### src/rtl/fetch_buffer.sv
// fetch_buffer: FIFO decoupling fetch from decode, with show-ahead head, flush and bubble output
module fetch_buffer #(
    parameter int DATA_W = 32,
    parameter int DEPTH  = 4,
    parameter int CNT_W  = $clog2(DEPTH + 1)
) (
    input  logic              CLK,
    input  logic              RST,
    input  logic [DATA_W-1:0] InstrF,
    input  logic [DATA_W-1:0] PCPlus4F,
    input  logic              ValidF,
    output logic              ReadyF,
    output logic [DATA_W-1:0] InstrD,
    output logic [DATA_W-1:0] PCPlus4D,
    output logic              ValidD,
    input  logic              StallD,
    input  logic              FlushD,
    output logic [CNT_W-1:0]  Count
);
    localparam int PTR_W = $clog2(DEPTH);

    logic [DATA_W-1:0] instr_mem [DEPTH];
    logic [DATA_W-1:0] pc_mem [DEPTH];
    logic [PTR_W-1:0]  rd_ptr, wr_ptr;
    logic              push, pop;

    assign ReadyF   = Count != CNT_W'(DEPTH);
    assign ValidD   = Count != '0;
    assign push     = ValidF & ReadyF & ~FlushD;
    assign pop      = ValidD & ~StallD & ~FlushD;
    assign InstrD   = ValidD ? instr_mem[rd_ptr] : '0;
    assign PCPlus4D = ValidD ? pc_mem[rd_ptr] : '0;

    // storage is never cleared; empty outputs are masked instead
    always_ff @(posedge CLK) begin
        if (push && !RST) begin
            instr_mem[wr_ptr] <= InstrF;
            pc_mem[wr_ptr]    <= PCPlus4F;
        end
    end

    // pointers and occupancy; reset and flush both empty the buffer
    always_ff @(posedge CLK) begin
        if (RST || FlushD) begin
            rd_ptr <= '0;
            wr_ptr <= '0;
            Count  <= '0;
        end else begin
            if (push) wr_ptr <= wr_ptr + PTR_W'(1);
            if (pop) rd_ptr <= rd_ptr + PTR_W'(1);
            Count <= (push && !pop) ? Count + CNT_W'(1) : (pop && !push) ? Count - CNT_W'(1) : Count;
        end
    end
endmodule
### config.mk
export PLATFORM = sky130hd
export DESIGN_NAME = fetch_buffer
export DESIGN_NICKNAME = d
export VERILOG_FILES = /design/src/rtl/fetch_buffer.sv
export SDC_FILE = /design/constraint.sdc
export NUM_CORES = 1
export LEC_CHECK = 0
export BUFFER_PORTS_ARGS = -buffer_cell sky130_fd_sc_hd__buf_2
export CORE_MARGIN = 2
export CORE_UTILIZATION = 40
export CTS_CLUSTER_DIAMETER = 200
export DETAILED_ROUTE_END_ITERATION = 8
export GPL_ROUTABILITY_DRIVEN = 1
export PLACE_DENSITY = 0.61
export RECOVER_POWER = 25
export SLEW_MARGIN = 30
export SYNTH_ARGS = -nofsm -noshare
export SYNTH_HDL_FRONTEND = slang
export SYNTH_SLANG_ARGS = --single-unit
### constraint.sdc
create_clock -name CLK -period 16.1 [get_ports CLK]
set_input_delay 2.415 -clock CLK [delete_from_list [all_inputs] [get_ports CLK]]
set_output_delay 2.415 -clock CLK [all_outputs]
set_load 0.02 [all_outputs]
Word level (Yosys, flattened, before mapping)
Memories as Yosys holds them, arrays and structs flattened. A register that Yosys moved wholly into a read port is not among the register bits.
Cells that the tools add are included.
- output and inout port bits: 69
- memory bits (writable): 256
- register bits: 7
- memories: 2
- memory list (name ; depth ; width ; read ports ; clocked after memory_dff ; write ports ; RTL line ; text):
    instr_mem ; 4 ; 32 ; 1 ; 1 ; 1 ; 22 ; logic [DATA_W-1:0] instr_mem [DEPTH];
    pc_mem ; 4 ; 32 ; 1 ; 1 ; 1 ; 23 ; logic [DATA_W-1:0] pc_mem [DEPTH];
- reduce and logical (&&, ||, !) cells: 9
- eq/ne operators: 1
- add/subtract/negate cells: 4
- bitwise gates (word level): 6
- mux-type cells: 10
- operator list (operator ; number):
    two-way mux 32 bit ; 2
    two-way mux 2 bit ; 4
    two-way mux 3 bit ; 2
    adder 2 x 1 -> 2 bit (second input constant) ; 2
    AND 1 bit ; 4
    adder 3 x 1 -> 3 bit (second input constant) ; 1
    logical AND 1 bit ; 3
    zero test 1 bit ; 3
    != test 3 bit (second input constant) ; 1
    nonzero test 3 bit ; 1
    subtractor 3 x 1 -> 3 bit (second input constant) ; 1
    two-way mux 1 bit ; 2
    NOT 1 bit ; 2
    nonzero test 2 bit ; 1
    logical OR 1 bit ; 1

Longest topological paths before layout
Gate-level depths: netlist of the first run.
- depth after elaboration: 7
- gate-level depth with buffers: 9
- mapped depth without buffers: 9

Least setup slack after synthesis of the first run
OpenSTA, ideal clock, no wires.
- kind: input to register
- start: in FlushD
- end: mem instr_mem[0][0], enable pin
- arrival time: 7.432 ns
- slack: 8.090 ns
- setup time: 0.578 ns
- buffers on the path: 0
- cell stages on the path: 2
- cell sequence: nand3b_2 nor3b_1
- cells in the longest elaborated chain, start to end: 5
- RTL lines (what ; RTL line ; text):
    from (decl) ; 17 ; input logic FlushD,
    NOT 1 bit ; 29 ; assign push = ValidF & ReadyF & ~FlushD;
    AND 1 bit ; 29 ;
    logical AND 1 bit ; 36 ; if (push && !RST) begin
    two-way mux 1 bit ; 36 ;
    two-way mux 1 bit (implied by the code) ; 37 ; instr_mem[wr_ptr] <= InstrF;
    to (decl) ; 22 ;
No other way between the ends.

==> flow_summary.yaml, run 1 <==
timing:
  hold_violations: 0
  hold_ws_ns: 0.484
  rsz0062_at_grt: "no"
  finClkSkew_ns: 0.0109
  fin_setup_tns_ns: 0
  setup_ws_ns: 10.68
  setup_viol: 0
  max_freq_ghz: 0.184
  relSlewSlack_pct: 48.5
  fin_crit_ns: 5.42
  min_period_over_period_pct: 33.7
  worst_pin_slew_ns: 0.773
  drv_slew: 0
worst_setup_path:
  worstPathArrival_ns: 3.01
  crit_path_end: "InstrD[31]"
  r2r_cells: 9
  start_kind: "register"
  timing.rr.start: "Count[0]"
  endpoint_kind: "primary output"
  r2r_end: "Count[2]"
  crit_path_max_fanout: 37
  path_class: "reg2out"
  worstPathRequired_ns: 13.69
  rrSetupSlack_ns: 13.82
power_and_ir_drop:
  powerDensity_nw_per_um2: 122
  irDropWorstVdd_v: 0.0000642
  pwr-share-comb_pct: 5.5
  seqPwrFrac_pct: 51.6
  power_mw: 1.49
  switching_share_pct: 20.3
  clkPwrFrac_pct: 42.9
  leakage_nw: 4.07
  p_int_mw: 1.18
  power.switching_uw: 302
clocking:
  cts_sinks: 265
  cts_made_buffers: 28
  cts.clk_slew.worst_paths_ns: 0.06
  cts_root_buf: "clkbuf_16"
  cts_resized: 0
  clock_path_buffers: 3
  cts_hold_repair.buffers: 0
  cts_max_level: 1
  cts_tree: "built"
  post_cts_buffers: 0
  clk_latency_ns: 0.53
logic_synthesis:
  ys_warn_count: 0
  ys_seq_area_share_pct: 76.9
  synth_area_per_cell_um2: 22.3
  synth_cell_types: 27
  synth_fp_nets: 533
  ys_ff_latch: 265
  syn_inst: 458
  synth.largest_area_cell: "edfxtp_1"
  synth_area_um2: 10200
  synthTopCellsByArea: "edfxtp_1 (75%), mux4_2 (13%), and2_1 (3.9%)"
  synth_top_area_share_pct: 75.1
drt:
  via_count: 4857
  drt_iter0_markers: 333
  postRouteAntennaNets: 0
  routed_wire_length_per_instance_um: 20.2
  viasPerCell: 5.03
  first_pass_iters: 4
  wirelength_um: 19500
  drc: 0
cells_and_area:
  fillers: 2112
  area_delta_synth_final_pct: 18.6
  drive_gt1_share_pct: 34.0
  final_nets: 688
  layout_common_cells: "edfxtp_1 (256), buf_2 (97), and2_1 (64), mux4_2 (60), clkbuf_1 (48)"
  layout.cells.most_common: "edfxtp_1"
global_route:
  grt_pass1_vias: 5362
  grt_max_degree: 66
  antenna_found_initial: 2
  overflow: 0
  grt.total_usage_pct: 15.0
  grt_pass1_wl_um: 30200
job:
  max_cap_violations: 0
place:
  io_buffer_count: 137
  hpwl_um: 11600
  dp_slack_ns: 11.13
  routabilityCongestion: 0.677
die:
  core_area_um2: 25200
  die_h_um: 164
  start_util_pct: 40.6
  num_rows: 58
  die-area_um2: 26900
  ios: 138
  fp.dieW_um: 164
run_status:
  outcome: "finished clean"
min_path:
  min-delay-start: "rd_ptr[1]"
  hp-class: "reg2reg"
[cells by family (layout without fill, tap and decap cells)]
| logic type | count (synthesis) | after routing | synth area share (%) |
|---|---|---|---|
| flops | 265 | 265 | 76.9 |
| simple gates | 84 | 84 | 5.12 |
| mux | 67 | 67 | 14.5 |
| buf+inv | 27 | 204 | 2.10 |
| compound gates | 7 | 7 | 0.342 |
| fa+ha+maj | 6 | 6 | 0.807 |
| xor+xnor | 2 | 2 | 0.171 |
| other cells | 0 | 1 | 0 |
[synthesized netlist by cell type (all sizes together)]
cell type and n:
fa 1, or2 1, or3b 1, nand2b 1, mux2 1, nor3b 4, nor2 5, or3 4
buf 13, mux2i 2, o21ai 3, and2 64, ha 5, xor2 2, a21oi 4, clkbuf 9
nand3b 1, nor3 1, edfxtp 256, inv 5, nand2 2, dfxtp 9, mux4 64
[power groups by stage]
stage | Clock, mW | Sequential (mW) | Combinational [mW]
2_1_floorplan | 0 | 0.781 | 0.0499
3_3_place_gp | 0 | 0.781 | 0.0821
3_5_place_dp | 0 | 0.781 | 0.0853
4_1_cts | 0.654 | 0.767 | 0.0854
5_1_grt | 0.683 | 0.767 | 0.0898
6_report | 0.637 | 0.767 | 0.0816
[sequential cells by signal (all words and copies together), names as in the netlist, named ones only]
register / cells
Count: 3
instr_mem: 128
pc_mem: 128
rd_ptr: 2
wr_ptr: 2
[area by class of cell]
type	instances	area (µm²)	area share, %
multi-input cells	166	2170	17.9
clock inverters	12	129	1.06
well taps	330	413	3.40
flip-flops and latches	265	7880	64.9
repair buffers	147	723	5.96
clock buffers	40	797	6.57
diodes	1	2.50	0.0206
inverters	5	21.3	0.175
[critical path: stages, from the launching register on]
cell,delay (ns)
dfxtp_4,0.72
buf_4,0.71
mux4_1,0.66
and2_1,0.17
buf_2,0.15
[metrics by stage]
| stage | area [µm²] | cells | utilization (%) |
|---|---|---|---|
| detailed placement | 11200 | 913 | 44.7 |
| global route | 12100 | 965 | 48.2 |
| CTS | 12200 | 965 | 48.4 |
| floorplan | 10200 | 458 | - |
| finish | 12100 | 966 | 48.2 |
| global placement | 11200 | 912 | 44.6 |
[layer usage]
metal,GRT usage [%],up-vias,routed length (µm)
met5,0,-,13
met3,3.54,25,1260
met4,3.39,2,254
met2,26.5,149,10000
met1,18.7,2505,7950
li1,-,2176,-
[how the worst min path moves through the flow]
stage	to	slack, ns	cells after the start
4_1_cts	register	0.49	2
3_5_place_dp	register	0.48	2
3_3_place_gp	register	0.46	2
2_1_floorplan	register	0.46	2
5_1_grt	register	0.52	2
6_report	register	0.48	2
Power figures use the tool's default switching activity.
==> run 2: changes to the inputs <==
Clock period 16.1 ns to 5.6 ns, I/O delays scaled along.
==> flow_summary.yaml, run 2 (synthesis results as in run 1) <==
clocking:
  clk_latency_ns: 0.52
  cts_made_buffers: 27
  post_cts_buffers: 0
  cts_resized: 0
  cts_hold_repair.buffers: 0
  cts_tree: "built"
  cts_root_buf: "clkbuf_16"
  clock_path_buffers: 3
  cts.clk_slew.worst_paths_ns: 0.06
  cts_sinks: 265
  cts_max_level: 1
drt:
  wirelength_um: 18800
  drc: 0
  first_pass_iters: 4
  via_count: 4819
  drt_iter0_markers: 297
  viasPerCell: 4.99
  postRouteAntennaNets: 0
  routed_wire_length_per_instance_um: 19.5
die:
  core_area_um2: 25200
  die-area_um2: 26900
  fp.dieW_um: 164
  die_h_um: 164
  ios: 138
  start_util_pct: 40.6
  num_rows: 58
timing:
  fin_crit_ns: 3.37
  min_period_over_period_pct: 60.2
  drv_slew: 0
  relSlewSlack_pct: 56.0
  rsz0062_at_grt: "no"
  hold_ws_ns: 0.509
  hold_violations: 0
  finClkSkew_ns: 0.00767
  setup_viol: 0
  max_freq_ghz: 0.297
  worst_pin_slew_ns: 0.660
  fin_setup_tns_ns: 0
power_and_ir_drop:
  powerDensity_nw_per_um2: 335
  irDropWorstVdd_v: 0.000184
  leakage_nw: 4.03
  power_mw: 4.04
worst_setup_path:
  endpoint_kind: "primary output"
  worstPathRequired_ns: 4.76
  path_class: "reg2out"
  start_kind: "register"
  worstPathArrival_ns: 2.53
  crit_path_max_fanout: 16
place:
  hpwl_um: 11500
  placedCellCount: 915
  routabilityCongestion: 0.725
  io_buffer_count: 137
run_status:
  outcome: "finished clean"
cells_and_area:
  layout.cells.most_common: "edfxtp_1"
  final_nets: 689
  utilization_pct: 47.8
  stdcell_count: 966
  layout_common_cells: "edfxtp_1 (256), buf_2 (95), and2_1 (64), mux4_2 (60), clkbuf_1 (50)"
  drive_gt1_share_pct: 33.9
  largestRegisters: "instr_mem: 128 flops, pc_mem: 128 flops, Count: 3 flops"
  area_delta_synth_final_pct: 17.8
global_route:
  grt_pass1_wl_um: 28500
  overflow: 0
  antenna_found_initial: 2
  grt.total_usage_pct: 14.1
  grt_pass1_vias: 5250
  grt_max_degree: 66
min_path:
  hp-class: "reg2reg"
job:
  max_cap_violations: 0
==> run 2: per-stage QoR <==
stage | worst slack [ns] | area (µm²)
6_report | 2.23 | 12000
3_3_place_gp | 2.24 | 11200
4_1_cts | 2.12 | 12100
2_1_floorplan | -0.835 | 10200
5_1_grt | 2.04 | 12000
3_5_place_dp | 2.70 | 11300
==> run 2: critical path, stage by stage, from the launching register on <==
cell     delay [ns]
dfxtp_4        0.54
buf_12         0.23
buf_4          0.34
mux4_2         0.56
and2_1         0.17
buf_2          0.15
==> run 2: path summary, 6_finish.rpt <==
path         startpoint   endpoint  slack [ns]  cells past startpoint
min reg2reg   rd_ptr[1]   register        0.51                      2
max            register  InstrD[7]        2.23                      5
min           rd_ptr[1]   register        0.51                      2
max reg2reg    Count[0]   Count[2]        3.30                      9
==> run 2: final cells by class <==
type | instances | area [µm²]
fillers | 2116 | 13100
clock inverters | 12 | 66.3
inverters | 5 | 21.3
repair buffers | 149 | 768
clock buffers | 37 | 733
well taps | 330 | 413
multi-input cells | 166 | 2170
diodes | 2 | 5.00
flip-flops and latches | 265 | 7880
==> run 2: per-layer routing <==
| layer | GRT usage [%] | up-vias | wire [µm] | part of all wire (%) |
|---|---|---|---|---|
| met2 | 24.6 | 149 | 9630 | 51 |
| met5 | 0 | - | 0 | 0 |
| li1 | - | 2167 | - | - |
| met1 | 17.4 | 2475 | 7470 | 40 |
| met3 | 3.51 | 28 | 1370 | 7.3 |
| met4 | 3.95 | 0 | 324 | 1.7 |
==> run 2: report_power, final <==
group          switching, mW  leakage, nW  internal (mW)  total [mW]
Clock                  0.686        0.394          0.915        1.60
Sequential           0.00805         2.39           2.19        2.20
Combinational          0.147         1.25         0.0904       0.237
Total                  0.841         4.03           3.20        4.04
